### src/rtl/apb_pkg.sv
`default_nettype none
// ============================================================================
// Module      : apb_pkg
// Description : Shared definitions for APB completers: the phase-tracking
//               state encoding, register-bank word indices and a saturating
//               increment helper for the transfer counters.
// Revision    : 1.0 - initial release
// ============================================================================
package apb_pkg;

    // Phase seen on the previous clock cycle.
    typedef enum logic [1:0] {
        IDLE   = 2'd0,
        SETUP  = 2'd1,
        ACCESS = 2'd2
    } apb_state_t;

    localparam logic [3:0] REG_ID      = 4'd12;
    localparam logic [3:0] REG_WCNT    = 4'd13;
    localparam logic [3:0] REG_RCNT    = 4'd14;
    localparam logic [3:0] REG_STAT    = 4'd15;
    localparam int         NUM_SCRATCH = 12;

    // Counters stick at all-ones instead of wrapping.
    function automatic logic [31:0] sat_inc(input logic [31:0] v);
        return (v == 32'hFFFF_FFFF) ? v : v + 32'd1;
    endfunction

endpackage
`default_nettype wire

### src/rtl/apb_regbank_slave_if.sv
`default_nettype none
// ============================================================================
// Module      : apb_regbank_slave_if
// Description : APB bus bundle between the bridge (master) and a completer
//               (slave).
//   Pselx[2:0]   - slot selects
//   Penable      - access-phase strobe
//   Pwrite       - 1 = write, 0 = read
//   Paddr[31:0]  - byte address
//   Pwdata[31:0] - write data
//   Prdata[31:0] - read data (driven by the completer)
// Revision    : 1.0 - initial release
// ============================================================================
interface apb_regbank_slave_if;
    logic [2:0]  Pselx;
    logic        Penable;
    logic        Pwrite;
    logic [31:0] Paddr;
    logic [31:0] Pwdata;
    logic [31:0] Prdata;

    modport master (output Pselx, Penable, Pwrite, Paddr, Pwdata, input Prdata);
    modport slave  (input Pselx, Penable, Pwrite, Paddr, Pwdata, output Prdata);
endinterface
`default_nettype wire

### src/rtl/apb_slave_fsm.sv
`default_nettype none
// ============================================================================
// Module      : apb_slave_fsm
// Description : APB phase tracker. Classifies the current bus cycle from the
//               previous phase plus sel/Penable, latches the word index and
//               direction in the setup cycle and checks them in the access
//               cycle. Strobes are valid during the cycle whose ending edge
//               performs the action.
//   Hclk, Hresetn - clock, synchronous active-low reset
//   i_sel         - this slot selected
//   i_penable     - access-phase strobe
//   i_pwrite      - direction of the current cycle
//   i_widx[3:0]   - word index of the current cycle
//   wr_commit     - commit a write at this edge
//   rd_load       - load read data at this edge (setup cycle of a read)
//   rd_done       - a read completes at this edge
//   proto_err     - protocol violation at this edge
//   idx[3:0]      - word index latched in the setup cycle
// Revision    : 1.0 - initial release
// ============================================================================
module apb_slave_fsm
    import apb_pkg::*;
(
    input  wire logic       Hclk,
    input  wire logic       Hresetn,
    input  wire logic       i_sel,
    input  wire logic       i_penable,
    input  wire logic       i_pwrite,
    input  wire logic [3:0] i_widx,
    output logic            wr_commit,
    output logic            rd_load,
    output logic            rd_done,
    output logic            proto_err,
    output logic [3:0]      idx
);

    apb_state_t r_state;
    logic       r_write;
    logic       w_setup;
    logic       w_access;
    logic       w_match;

    always_comb begin
        w_setup   = 1'b0;
        w_access  = 1'b0;
        proto_err = 1'b0;
        case (r_state)
            IDLE: begin
                if (i_sel && i_penable)  proto_err = 1'b1;
                else if (i_sel)          w_setup   = 1'b1;
            end
            SETUP: begin
                if (!i_sel)              proto_err = 1'b1;
                else if (i_penable)      w_access  = 1'b1;
                else begin
                    // Repeated setup: flag it and treat as a fresh setup.
                    proto_err = 1'b1;
                    w_setup   = 1'b1;
                end
            end
            ACCESS: begin
                if (i_sel && i_penable)  proto_err = 1'b1;
                else if (i_sel)          w_setup   = 1'b1;
            end
            default: ;
        endcase
        w_match = (i_widx == idx) && (i_pwrite == r_write);
        if (w_access && !w_match) proto_err = 1'b1;
    end

    assign wr_commit = w_access && w_match &&  r_write;
    assign rd_done   = w_access && w_match && !r_write;
    assign rd_load   = w_setup && !i_pwrite;

    always_ff @(posedge Hclk) begin
        if (!Hresetn) begin
            r_state <= IDLE;
            r_write <= 1'b0;
            idx     <= 4'd0;
        end else begin
            if (w_setup) begin
                idx     <= i_widx;
                r_write <= i_pwrite;
            end
            if (w_setup)       r_state <= SETUP;
            else if (w_access) r_state <= ACCESS;
            else               r_state <= IDLE;
        end
    end

endmodule
`default_nettype wire

### src/rtl/apb_regbank_slave.sv
`default_nettype none
// ============================================================================
// Module      : apb_regbank_slave
// Description : APB completer with a 16-word register bank: 12 scratch words,
//               ID word, write/read transfer counters and a sticky W1C
//               protocol-error status. Read data is registered in the setup
//               cycle so it is stable for the whole zero-wait access cycle.
//   Hclk     - clock
//   Hresetn  - synchronous active-low reset
//   bus      - APB slave modport (Pselx/Penable/Pwrite/Paddr/Pwdata/Prdata)
//   perr_irq - level copy of the sticky protocol-error bit
// Revision    : 1.0 - initial release
// ============================================================================
module apb_regbank_slave
    import apb_pkg::*;
#(
    parameter int          SLOT     = 0,
    parameter logic [31:0] ID_VALUE = 32'hA5B0_0001
)(
    input  wire logic           Hclk,
    input  wire logic           Hresetn,
    apb_regbank_slave_if.slave  bus,
    output logic                perr_irq
);

    logic        w_sel;
    logic [3:0]  w_widx;
    logic        w_wr_commit;
    logic        w_rd_load;
    logic        w_rd_done;
    logic        w_proto_err;
    logic [3:0]  w_idx;
    logic [31:0] w_rdata;
    logic        w_unused;

    logic [31:0] r_scratch [NUM_SCRATCH];
    logic [31:0] r_wcnt;
    logic [31:0] r_rcnt;
    logic        r_err;

    assign w_sel    = bus.Pselx[SLOT];
    assign w_widx   = bus.Paddr[5:2];
    assign w_unused = ^{bus.Pselx, bus.Paddr[31:6], bus.Paddr[1:0]};

    apb_slave_fsm u_fsm (
        .Hclk      (Hclk),
        .Hresetn   (Hresetn),
        .i_sel     (w_sel),
        .i_penable (bus.Penable),
        .i_pwrite  (bus.Pwrite),
        .i_widx    (w_widx),
        .wr_commit (w_wr_commit),
        .rd_load   (w_rd_load),
        .rd_done   (w_rd_done),
        .proto_err (w_proto_err),
        .idx       (w_idx)
    );

    // Read mux on the setup-cycle address; counters show pre-transfer values.
    always_comb begin
        w_rdata = 32'd0;
        case (w_widx)
            REG_ID:   w_rdata = ID_VALUE;
            REG_WCNT: w_rdata = r_wcnt;
            REG_RCNT: w_rdata = r_rcnt;
            REG_STAT: w_rdata = {31'd0, r_err};
            default:  w_rdata = r_scratch[w_widx];
        endcase
    end

    always_ff @(posedge Hclk) begin
        if (!Hresetn) begin
            for (int i = 0; i < NUM_SCRATCH; i++) r_scratch[i] <= 32'd0;
            r_wcnt     <= 32'd0;
            r_rcnt     <= 32'd0;
            r_err      <= 1'b0;
            bus.Prdata <= 32'd0;
        end else begin
            if (w_rd_load) bus.Prdata <= w_rdata;
            // Writes to read-only words are dropped but still counted.
            if (w_wr_commit && (32'(w_idx) < NUM_SCRATCH))
                r_scratch[w_idx] <= bus.Pwdata;
            if (w_wr_commit) r_wcnt <= sat_inc(r_wcnt);
            if (w_rd_done)   r_rcnt <= sat_inc(r_rcnt);
            // A new violation outranks a simultaneous W1C.
            if (w_proto_err)
                r_err <= 1'b1;
            else if (w_wr_commit && (w_idx == REG_STAT) && bus.Pwdata[0])
                r_err <= 1'b0;
        end
    end

    assign perr_irq = r_err;

endmodule
`default_nettype wire

### src/flat_wrapper.sv
// flat-port wrapper written by rule: the top's interface ports become plain ports
module apb_regbank_slave_flat import apb_pkg::*;
#(
    parameter int          SLOT     = 0,
    parameter logic [31:0] ID_VALUE = 32'hA5B0_0001
)
  (Hclk, Hresetn, perr_irq, bus_Pselx, bus_Penable, bus_Pwrite, bus_Paddr, bus_Pwdata, bus_Prdata);
  apb_regbank_slave_if bus_i ();
  input  wire logic Hclk;
  input  wire logic Hresetn;
  output logic perr_irq;
  input wire logic [$bits(bus_i.Pselx)-1:0] bus_Pselx;
  input wire logic [$bits(bus_i.Penable)-1:0] bus_Penable;
  input wire logic [$bits(bus_i.Pwrite)-1:0] bus_Pwrite;
  input wire logic [$bits(bus_i.Paddr)-1:0] bus_Paddr;
  input wire logic [$bits(bus_i.Pwdata)-1:0] bus_Pwdata;
  output wire logic [$bits(bus_i.Prdata)-1:0] bus_Prdata;
  assign bus_i.Pselx = bus_Pselx;
  assign bus_i.Penable = bus_Penable;
  assign bus_i.Pwrite = bus_Pwrite;
  assign bus_i.Paddr = bus_Paddr;
  assign bus_i.Pwdata = bus_Pwdata;
  assign bus_Prdata = bus_i.Prdata;
  apb_regbank_slave #(.SLOT(SLOT), .ID_VALUE(ID_VALUE)) u_core (.Hclk(Hclk), .Hresetn(Hresetn), .bus(bus_i), .perr_irq(perr_irq));
endmodule
### config.mk
export PLATFORM = sky130hd
export DESIGN_NAME = apb_regbank_slave_flat
export DESIGN_NICKNAME = d
export VERILOG_FILES = /design/src/rtl/apb_pkg.sv /design/src/rtl/apb_regbank_slave_if.sv /design/src/rtl/apb_slave_fsm.sv /design/src/rtl/apb_regbank_slave.sv /design/src/flat_wrapper.sv
export SDC_FILE = /design/constraint.sdc
export NUM_CORES = 1
export LEC_CHECK = 0
export CELL_PAD_IN_SITES_DETAIL_PLACEMENT = 0
export CELL_PAD_IN_SITES_GLOBAL_PLACEMENT = 2
export CORE_ASPECT_RATIO = 0.9
export CORE_MARGIN = 5
export CORE_UTILIZATION = 42
export CTS_CLUSTER_SIZE = 24
export DETAILED_ROUTE_END_ITERATION = 8
export MAX_ROUTING_LAYER = met4
export PLACE_DENSITY = 0.79
export RECOVER_POWER = 50
export SETUP_SLACK_MARGIN = 0.1
export SYNTH_ARGS = -nofsm -noshare
export SYNTH_HDL_FRONTEND = slang
export SYNTH_SLANG_ARGS = --single-unit
### constraint.sdc
create_clock -name Hclk -period 7 [get_ports Hclk]
set_clock_uncertainty 0.2 [all_clocks]
set_input_delay 1.4 -clock Hclk [delete_from_list [all_inputs] [get_ports Hclk]]
set_output_delay 1.4 -clock Hclk [all_outputs]
set_load 0.02 [all_outputs]
== Word-level counts from Yosys, hierarchy flattened ==
Memories as Yosys holds them, arrays and structs flattened.
Cells that the tools add are included.

* Register bits after elaboration: 104
* Memory bits (writable): 384
* Output and inout bits: 33
* Memories kept: 1

* Add/subtract/negate cells: 2
* Magnitude comparators: 1
* Equal/unequal tests: 11
* Mux-type cells: 24
* Bitwise operators: 3
* Reductions and logical operators: 20

{| class="wikitable"
|+ Memories
! memory !! words !! bits a word !! rd ports !! clocked after memory_dff !! wr ports !! line !! text
|-
| u_core.r_scratch || 12 || 32 || 1 || 0 || 12 || apb_regbank_slave.sv:36 || <nowiki>logic [31:0] r_scratch [NUM_SCRATCH];</nowiki>
|}

{| class="wikitable"
|+ Operators by type and width
! kind !! count
|-
| 32-bit one-hot mux with 4 select lines || 1
|-
| 32-bit by 1-bit adder with 32-bit output (second input constant) || 2
|-
| 32-bit equality test (second input constant) || 2
|-
| 32-bit 2-to-1 mux || 1
|-
| 32-bit OR reduction || 1
|-
| 4-bit equality test (second input constant) || 5
|-
| 1-bit 2-to-1 mux || 18
|-
| 1-bit logical AND || 10
|-
| 4-bit equality test || 1
|-
| 4-bit < comparator (second input constant) || 1
|-
| 4-bit 2-to-1 mux || 1
|-
| 1-bit one-hot mux with 2 select lines || 2
|-
| 2-bit AND reduction || 2
|-
| 2-bit OR reduction || 2
|-
| 1-bit zero test || 3
|-
| 1-bit inverter || 3
|-
| 2-bit by 1-bit equality test with 1-bit output (second input constant) || 1
|-
| 2-bit equality test (second input constant) || 1
|-
| 2-bit zero test || 1
|-
| 2-bit 2-to-1 mux || 1
|-
| 2-bit nonzero test || 1
|-
| 1-bit equality test || 1
|}

== Longest topological paths before layout ==
* Depth after elaboration: 11
* Mapped depth: 8

== Cells and area by module ==
From an unflattened synthesis, not the netlist that was laid out.

* Cells, all modules: 1743
* Area total of the unflattened synthesis: 22338.9 µm²

{| class="wikitable"
|+ By module, submodules not included
! module !! instances !! cells an instance !! area an instance (µm²)
|-
| apb_regbank_slave || 1 || 1698 || 21963.6
|-
| apb_slave_fsm || 1 || 45 || 375.4
|}

== Worst setup path before layout ==
No wires, ideal clock.

* Path kind: input port to flip-flop
* Start point: input bus_Paddr[3]
* End point: memory u_core.r_scratch[5][0] (enable)
* Setup time: 466 ps
* Data arrival time: 4812 ps
* Required time: 6334 ps
* Setup slack: 1522 ps
* Stages on the path: 6
* Path buffers: 1
* Path through: clkbuf_1 > xnor2_1 > nand4_1 > nor3_2 > nand4b_2 > o21ai_0

{| class="wikitable"
|+ RTL lines
! what !! line !! text
|-
| start: declaration || flat_wrapper.sv:15 || <nowiki>input wire logic [$bits(bus_i.Paddr)-1:0] bus_Paddr;</nowiki>
|-
| end: declaration || apb_regbank_slave.sv:36 ||
|}

==> reports/results.txt <==
final hold vios: 0
Setup Fix Bufs, Post-CTS: 0
post-layout minimum cycle time: 5.43 ns
Compound-Gate Fraction of Synth Area: 4.40%
via count: 13,287
TritonCTS Sinks: 488
r2r startpoint: u_core.u_fsm.idx[1]
WHS Path Cells: 2
Max-slew headroom: -90.3%
post-CTS resize count: 0
largest net degree at the start of global routing: 59
FMAX: 184 MHz
IO Pins: 104
Rows: 79
clock tree from TritonCTS: built
CP startpoint kind: input pin
WS Path Type: input pin to register
Hold Startpoint: u_core.r_wcnt[19]
EDFF count, synth: 384
first-pass GRT wire length: 86,000 µm
root buffer cell: clkbuf_16
post-route cell area: 0.0253 mm²
Die Y-Extent: 228 µm
Pleak: 8.80 nW
sequential-to-total area share from yosys stat: 61.4%
clk buf depth: 3
simple-gate share of the synthesized area: 17.9%
vias per cell: 5.47
Gate Count Post-Synth: 1,666
# Max-Cap Violations: 10
setup tns final: 0 ns
XOR/XNOR Fraction of Synth Area: 1.98%
Post-Synth Adder-Cell Area: 0.113%
Mapped Avg Cell Area: 13.3 µm²
count of cell types in the netlist: 43
H-tree depth: 2
Final Cycle Share: 77.5%
PwrDens: 251 mW/mm²
placed cell areas: 0.0237 mm²
Max FO, Critical Path: 58
arrival time at the worst endpoint: 5.71 ns
Clk Latency, worst-skew pair: 0.61 ns
Core Box Area: 0.0520 mm²
PortBufs: 73
Worst Hold Class: register to register
status: complete, but fails checks
Max Slew Vio Count: 321
main combinational cell family by area after synthesis: simple AND/OR/NAND/NOR gates
post-synth net total: 1,739
R2R Path End: u_core.r_scratch[6][2]
Pwr Total: 6.33 mW
Routed WL: 57,700 µm
area delta synth->final: 13.9%
# DRC: 0
failing checks: max-capacitance violations, max-slew violations
Synth async-reset ratio: 0%
Peak VDD IR: 0.000158 V
vias in the first global route: 13,206
total track usage: 20.3%
hpwl dp: 35,700 µm
Final #Nets: 1,769
WL/cell: 23.7 µm
CP Capture Type: register
total CTS buffers: 53
DR pass1 iterations: 6
mux contribution to synthesized area: 11.6%
Final Util: 48.6%
worst slew pin tran: 2.86 ns
Post-DRT Antenna Nets: 0
GP Congestion: 0.797
Die X-Extent: 252 µm
global route overflow: 0
ys flop type: edfxtp_1
RSZ-0062 raised after global routing: false
Die ar.: 0.0575 mm²
YS warnings: 0
initial antenna violation count: 2
Mapped Area: 0.0222 mm²
Endpoint, Worst Hold: u_core.r_wcnt[19]
Starting Density: 42.6%
#FFs+latches synth: 488
R2R Setup Slk: 2.08 ns
hold_buf cts: 0
Starting DRT DRC Count: 1,290
R2R cell count: 8
CP required: 7.28 ns
Setup Viol. Count Final: 0
share of layout cells above drive strength 1: 13.7%
clock transition at the registers of the reported paths: 0.06 ns
[layout make-up]
type,instances,area (µm²)
fill,4550,26700
inverter,16,60.1
clock inverter,32,251
multi-input combinational,1027,8090
timing repair buffer,110,953
clock buffer,68,1420
sequential,488,13600
tap,688,861
antenna,1,2.50
[worst max path at each step]
| stage | slack [ns] | end | cells past startpoint | startpoint |
|---|---|---|---|---|
| 4_1_cts | 2.31 | u_core.r_scratch[0][10] | 10 | bus_Paddr[2] |
| 3_3_place_gp | 1.70 | u_core.r_scratch[0][14] | 10 | bus_Paddr[2] |
| 5_1_grt | 1.38 | u_core.r_rcnt[14] | 6 | Hresetn |
| 6_report | 1.57 | u_core.r_rcnt[14] | 6 | Hresetn |
| 3_5_place_dp | 1.66 | u_core.r_scratch[0][10] | 10 | bus_Paddr[2] |
| 2_1_floorplan | 1.52 | u_core.r_scratch[5][0] | 6 | bus_Paddr[3] |
[per-layer routing]
metal  share of wire [%]  track usage (%)  routed length, µm
met5                   0                -                  0
met4                 1.9             4.68               1080
met3                 5.8             2.96               3350
met2                  48             31.8              27600
met1                  44             28.4              25600
[registers in the layout, summed over array words and instances (netlist names)]
signal                flops
u_core.bus.Prdata        32
u_core.perr_irq           1
u_core.r_scratch        384
u_core.u_fsm.r_state      2
u_core.r_wcnt            32
u_core.u_fsm.r_write      1
u_core.u_fsm.idx          4
u_core.r_rcnt            32
[cell usage after synthesis (11+ instances only)]
master	instances	area, µm²
mux2i_1	41	410
buf_1	11	41.3
clkbuf_1	114	428
nand2b_1	12	75.1
mux4_2	96	2160
o211ai_1	24	180
o21ai_0	50	250
xor2_1	21	184
nor2_1	110	413
nand3_1	37	185
edfxtp_1	384	11500
nor4_1	12	75.1
nand2_1	38	143
and2_1	393	2460
nand4_1	26	163
dfxtp_1	104	2080
xnor2_1	29	254
nor3_1	14	70.1
a21oi_1	23	115
a222oi_1	24	240
and3_1	11	68.8
inv_1	16	60.1
[cell usage in the layout, fill, tap and decap left out, drive strengths merged, types with 6 or more instances in the layout]
| master | n |
|---|---|
| dfxtp | 104 |
| nor2 | 110 |
| and2 | 393 |
| clkbuf | 79 |
| o21ai | 50 |
| nand3 | 37 |
| nand4 | 26 |
| dlygate4sd3 | 33 |
| nand2 | 38 |
| mux4 | 96 |
| edfxtp | 384 |
| a221oi | 7 |
| nor2b | 8 |
| nor4 | 15 |
| and3 | 11 |
| nor3 | 16 |
| o21bai | 6 |
| buf | 31 |
| a21oi | 23 |
| or2 | 8 |
| xnor2 | 29 |
| o211ai | 24 |
| mux2i | 41 |
| clkdlybuf4s50 | 35 |
| o22ai | 6 |
| clkinv | 28 |
| nand2b | 12 |
| a222oi | 24 |
| xor2 | 21 |
| inv | 17 |
| or3 | 8 |
[worst max-delay path: stages]
cell      delay, ns
clkbuf_1       0.47
buf_4          0.50
inv_1          0.73
clkbuf_1       2.07
nor4_1         0.17
o21bai_1       0.29
[report_power, final]
part | switching, mW | internal (mW)
Sequential | 0.0274 | 3.20
Combinational | 0.253 | 0.145
Clock | 1.16 | 1.55
Total | 1.44 | 4.89
[cell families (layout without fill, tap and decap cells)]
| logic type | count (synthesis) | after routing |
|---|---|---|
| XOR/XNOR | 50 | 50 |
| AND/OR/NAND/NOR | 693 | 693 |
| AO/OA/AOI/OAI | 145 | 145 |
| adder cells (fa/ha/maj) | 2 | 2 |
| other | 0 | 1 |
| multiplexers | 137 | 137 |
| flip-flops | 488 | 488 |
| buffers and inverters | 151 | 226 |
[through the flow]
step	worst slack [ns]	hold WS, ns	std cells
after floorplan	1.52	0.258	1666
after global placement	1.70	0.283	2329
after detailed placement	1.66	0.287	2329
after CTS	2.31	0.297	2429
after global routing	1.38	0.323	2430
final	1.57	0.295	2430
Note: power is estimated with default switching activity, not from simulation.
